`config.mk`:
```
export PLATFORM = sky130hd
export DESIGN_NAME = fetch_unit
export DESIGN_NICKNAME = d
export VERILOG_FILES = /design/src/rtl/fetch_unit.sv
export SDC_FILE = /design/constraint.sdc
export NUM_CORES = 1
export LEC_CHECK = 0
export CAP_MARGIN = 25
export CORE_MARGIN = 8
export CORE_UTILIZATION = 31
export DETAILED_ROUTE_END_ITERATION = 7
export PLACE_DENSITY = 0.64
export SYNTH_ARGS = -nofsm -noshare
export SYNTH_HDL_FRONTEND = slang
export SYNTH_SLANG_ARGS = --single-unit
```
`constraint.sdc`:
```
create_clock -name clk -period 3.85 [get_ports clk]
set_clock_uncertainty 0.15 [all_clocks]
set_input_delay 1.155 -clock clk [delete_from_list [all_inputs] [get_ports clk]]
set_output_delay 1.155 -clock clk [all_outputs]
set_load 0.02 [all_outputs]
```
`src/rtl/fetch_unit.sv`:
```
// fetch_unit: instruction fetch stage in front of a dual-port instruction memory.
// Each request reads the word holding PC on port A and the following word on port B.
// The 128-bit concatenation is aligned to the requested 16-bit slot, giving a
// 4-instruction bundle in one access. Bundles pass through an output register and a
// one-entry skid buffer so that decode back-pressure never drops an in-flight read.
module fetch_unit #(
  parameter int                ADDR_W   = 14,
  parameter int                DATA_W   = 64,
  parameter int                INST_W   = 16,
  parameter logic [ADDR_W+1:0] RESET_PC = '0
) (
  input  logic              clk,
  input  logic              rst,
  output logic [ADDR_W-1:0] imem_addr_a,
  output logic [ADDR_W-1:0] imem_addr_b,
  input  logic [DATA_W-1:0] imem_data_a,
  input  logic [DATA_W-1:0] imem_data_b,
  input  logic              redirect,
  input  logic [ADDR_W+1:0] redirect_pc,
  input  logic              fetch_ready,
  output logic              inst_valid,
  output logic [DATA_W-1:0] inst_out,
  output logic [ADDR_W+1:0] inst_pc
);

  localparam int PC_W  = ADDR_W + 2;
  localparam int SLOTS = 4;

  // Fetch pointer and in-flight request tracking
  logic [PC_W-1:0]   pc_req_reg,     pc_req_next;
  logic              inflight_v_reg, inflight_v_next;
  logic [PC_W-1:0]   pc_q_reg,       pc_q_next;

  // Output register
  logic              out_v_reg,      out_v_next;
  logic [DATA_W-1:0] out_data_reg,   out_data_next;
  logic [PC_W-1:0]   out_pc_reg,     out_pc_next;

  // One-entry skid buffer
  logic              skid_v_reg,     skid_v_next;
  logic [DATA_W-1:0] skid_data_reg,  skid_data_next;
  logic [PC_W-1:0]   skid_pc_reg,    skid_pc_next;

  logic              transfer;
  logic              issue;

  // Alignment: the bundle for slot offset s starts s instructions into word A.
  logic [2*DATA_W-1:0] cat;
  logic [DATA_W-1:0]   cand [SLOTS];
  logic [DATA_W-1:0]   aligned;

  assign cat = {imem_data_a, imem_data_b};

  generate
    for (genvar gi = 0; gi < SLOTS; gi++) begin : g_align
      assign cand[gi] = cat[2*DATA_W-1-INST_W*gi -: DATA_W];
    end
  endgenerate

  assign aligned = cand[pc_q_reg[1:0]];

  // Both ports are always addressed from the current fetch pointer.
  assign imem_addr_a = pc_req_reg[PC_W-1:2];
  assign imem_addr_b = pc_req_reg[PC_W-1:2] + ADDR_W'(1);

  assign inst_valid = out_v_reg;
  assign inst_out   = out_data_reg;
  assign inst_pc    = out_pc_reg;

  assign transfer = out_v_reg && fetch_ready;
  // A new request is only issued when its data is guaranteed a free slot next cycle.
  assign issue    = !skid_v_reg && !(inflight_v_reg && out_v_reg && !fetch_ready);

  // Next-state: issue, arrival routing, skid drain, with redirect overriding all of it
  always_comb begin
    pc_req_next     = pc_req_reg;
    inflight_v_next = 1'b0;
    pc_q_next       = pc_q_reg;
    out_v_next      = out_v_reg;
    out_data_next   = out_data_reg;
    out_pc_next     = out_pc_reg;
    skid_v_next     = skid_v_reg;
    skid_data_next  = skid_data_reg;
    skid_pc_next    = skid_pc_reg;

    if (issue) begin
      inflight_v_next = 1'b1;
      pc_q_next       = pc_req_reg;
      pc_req_next     = pc_req_reg + PC_W'(4);
    end

    if (transfer || !out_v_reg) begin
      // Output slot is free this cycle; oldest buffered bundle goes first.
      if (skid_v_reg) begin
        out_v_next     = 1'b1;
        out_data_next  = skid_data_reg;
        out_pc_next    = skid_pc_reg;
        skid_v_next    = inflight_v_reg;
        skid_data_next = aligned;
        skid_pc_next   = pc_q_reg;
      end else if (inflight_v_reg) begin
        out_v_next    = 1'b1;
        out_data_next = aligned;
        out_pc_next   = pc_q_reg;
      end else begin
        out_v_next = 1'b0;
      end
    end else if (inflight_v_reg) begin
      // Output is held by decode: park the arriving bundle.
      skid_v_next    = 1'b1;
      skid_data_next = aligned;
      skid_pc_next   = pc_q_reg;
    end

    if (redirect) begin
      inflight_v_next = 1'b0;
      out_v_next      = 1'b0;
      skid_v_next     = 1'b0;
      pc_req_next     = redirect_pc;
    end
  end

  // State registers with synchronous reset back to the reset PC and empty buffers
  always_ff @(posedge clk) begin
    if (rst) begin
      pc_req_reg     <= RESET_PC;
      inflight_v_reg <= 1'b0;
      pc_q_reg       <= '0;
      out_v_reg      <= 1'b0;
      out_data_reg   <= '0;
      out_pc_reg     <= '0;
      skid_v_reg     <= 1'b0;
      skid_data_reg  <= '0;
      skid_pc_reg    <= '0;
    end else begin
      pc_req_reg     <= pc_req_next;
      inflight_v_reg <= inflight_v_next;
      pc_q_reg       <= pc_q_next;
      out_v_reg      <= out_v_next;
      out_data_reg   <= out_data_next;
      out_pc_reg     <= out_pc_next;
      skid_v_reg     <= skid_v_next;
      skid_data_reg  <= skid_data_next;
      skid_pc_reg    <= skid_pc_next;
    end
  end

endmodule

```
==> results.yml <==
run_status:
  outcome: "finished, final reports clean"
detailed_routing:
  drc_errors: 0
  ant_nets: 0
  first_pass_iters: 5
  routed_wl_um: 31900
  drt_iter0_drc: 587
  vias: 8172
  wl_per_cell_um: 19.9
  vias_per_cell: 5.10
timing:
  tns_ns: 0
  setup_violations: 0
  finalWorstSetupSlack_ns: 0.0873
  final-hold-violation-count: 0
  fin_crit_sh_pct: 97.7
  slew_headroom_pct: 41.9
  drv_slew: 0
  worstMarginPinSlew_ns: 0.871
  timing.fmax_mhz: 266
  period_minus_slack_ns: 3.76
logic_synthesis:
  syn-num-nets: 1168
  synth.distinct_cells: 40
  muxShareOfSynthArea_pct: 23.8
  synth-xor-area-share_pct: 1.84
  postSynthAreaPerCell_um2: 9.36
  yosysSeqAreaShare_pct: 41.0
  yosys.area_share.simple_pct: 14.6
  syn_inst: 1019
  synth_edf_count: 0
  synthAdderAreaFrac_pct: 0.131
  synth_compound_area_share_pct: 13.1
  ys_ff_latch: 195
  synthFlopType: "dfxtp_1"
  ys_async_sr_fraction_pct: 0
  synth_top_family_by_area: "multiplexers"
  syn-cell-area_mm2: 0.00953
  yosys_warnings: 0
clock_tree:
  clkSinkCount: 195
  clk_pin_slew_ns: 0.07
  clock_path_buffers: 2
  cts_tree: "done"
  clockRootBuffer: "clkbuf_16"
  numCtsBuffers: 17
  clkLatencyLatePin_ns: 0.43
  htreeDepth: 4
grt:
  grt_max_degree: 129
  grt_pass1_wl_um: 47500
  grt_use_total_pct: 16.9
  antenna_found_initial: 0
  grt_pass1_vias: 7748
  overflow: 0
layout:
  final_cell_area_mm2: 0.0128
  fin_util_pct: 42.1
  fill_cells: 2933
  antenna_cells: 0
  final_cell_mix: "235 x clkdlybuf4s50_1, 199 x nand2_1, 189 x dfxtp_1"
  final_nets: 1342
  area_growth_pct: 34.3
  layout_commonest_cell: "clkdlybuf4s50_1"
  drive_above_1_share_pct: 11.5
power_and_ir_drop:
  total_power_mw: 4.80
  p_leak_nw: 4.09
  ir_drop_uv: 298
  powerDensity_mw_per_mm2: 375
critical_path:
  regToRegStartpoint: "pc_q_reg[0]$_SDFFE_PP0P_"
  critPathRequiredTime_ns: 2.54
  endpoint: "imem_addr_b[11]"
  crit_start: "pc_req_reg[2]$_SDFFE_PP0P_"
  critPathKind: "register to output port"
  r2r_end: "inst_out[37]$_SDFFE_PP0P_"
  cp.arrival_ns: 2.46
  crit_path_end_kind: "output port"
  startpoint_type: "register"
  path_max_fanout: 7
  ff2ff_setup_slack_ns: 1.45
  worst_r2r_path_depth: 4
die:
  dieWidth_um: 191
  die_h_um: 191
  start_util_pct: 31.3
  die_area_mm2: 0.0366
  io_pins: 257
  num_rows: 64
  core_mm2: 0.0304
run:
  cap_violations: 0
place:
  preCtsSetupSlack_ns: 0.255
  portBuffers: 240
  place_congestion: 0.850
  hpwl_um: 23800
  placed_area_mm2: 0.0122
min_path:
  hold_path_class: "register to register"
-- layer usage --
metal	global-route usage, %	vias up	share of wire, %
met3	4.72	16	7.5
li1	-	3968	-
met1	21.7	3872	44
met4	2.90	0	0.70
met2	28.2	316	48
met5	0	-	0
-- layout make-up --
type	instances	area (µm²)	area share (%)
multi-input combinational	708	5140	40.2
sequential	195	3920	30.6
timing repair buffer	267	2660	20.8
tap	396	495	3.87
clock buffer	17	425	3.32
clock inverter	14	140	1.09
inverter	4	15.0	0.117
-- per-stage QoR --
| stage | hold slack, ns | cells |
|---|---|---|
| detailed placement | 0.286 | 1570 |
| finish | 0.300 | 1601 |
| floorplan | 0.281 | 1019 |
| global placement | 0.287 | 1570 |
| CTS | 0.297 | 1601 |
| global route | 0.311 | 1601 |
-- repair_timing --
action,in CTS,in global routing
pin swaps,0,0
hold buffers,0,0
resized for setup,6,6
setup endpoints to repair,4,4
buffers inserted,0,0
-- cell families after synthesis --
group | count (synthesis)
AND/OR/NAND/NOR | 342
buffers and inverters | 116
flip-flops | 195
XOR/XNOR | 20
AO/OA/AOI/OAI | 198
adder cells (fa/ha/maj) | 1
multiplexers | 147
-- Yosys cell counts (4+ instances only) --
master / number / share of area (%)
dfxtp_1: 195 / 41
mux2i_1: 83 / 8.7
nand2_1: 199 / 7.8
inv_1: 4 / 0.16
buf_1: 14 / 0.55
clkbuf_1: 60 / 2.4
mux4_2: 64 / 15
nand3_1: 6 / 0.32
buf_2: 19 / 1.0
nor3_1: 9 / 0.47
nor2_1: 99 / 3.9
buf_4: 18 / 1.4
a21oi_1: 97 / 5.1
xnor2_1: 11 / 1.0
a211oi_1: 89 / 7.0
xor2_1: 9 / 0.83
nor4_1: 8 / 0.53
-- worst max-delay path, cell delays in order (launching register included) --
cell	delay (ns)
dfxtp_1	0.34
buf_4	0.15
nand4_1	0.18
buf_4	0.23
nor4_2	0.34
xor2_1	0.17
clkdlybuf4s50_1	0.62
-- how the worst min path moves through the flow --
stage,slack [ns],cells past startpoint,end,from
after CTS,0.30,2,pc_q_reg[1]$_SDFFE_PP0P_,pc_req_reg[1]$_SDFFE_PP0P_
after detailed placement,0.29,2,pc_q_reg[1]$_SDFFE_PP0P_,pc_req_reg[1]$_SDFFE_PP0P_
final,0.30,2,skid_pc_reg[3]$_SDFFE_PP0P_,skid_pc_reg[3]$_SDFFE_PP0P_
after global routing,0.31,2,pc_q_reg[1]$_SDFFE_PP0P_,pc_req_reg[1]$_SDFFE_PP0P_
after global placement,0.29,2,skid_data_reg[16]$_SDFFE_PP0P_,skid_data_reg[16]$_SDFFE_PP0P_
after floorplan,0.28,2,pc_q_reg[0]$_SDFFE_PP0P_,pc_req_reg[0]$_SDFFE_PP0P_
-- power breakdown --
| group | switching, mW | leakage (nW) | internal, mW |
|---|---|---|---|
| logic | 0.440 | 2.21 | 0.444 |
| registers | 0.0736 | 1.60 | 2.10 |
| clock network | 0.878 | 0.277 | 0.862 |
| total | 1.39 | 4.09 | 3.41 |
No activity file was read; power rests on OpenSTA's default activity.
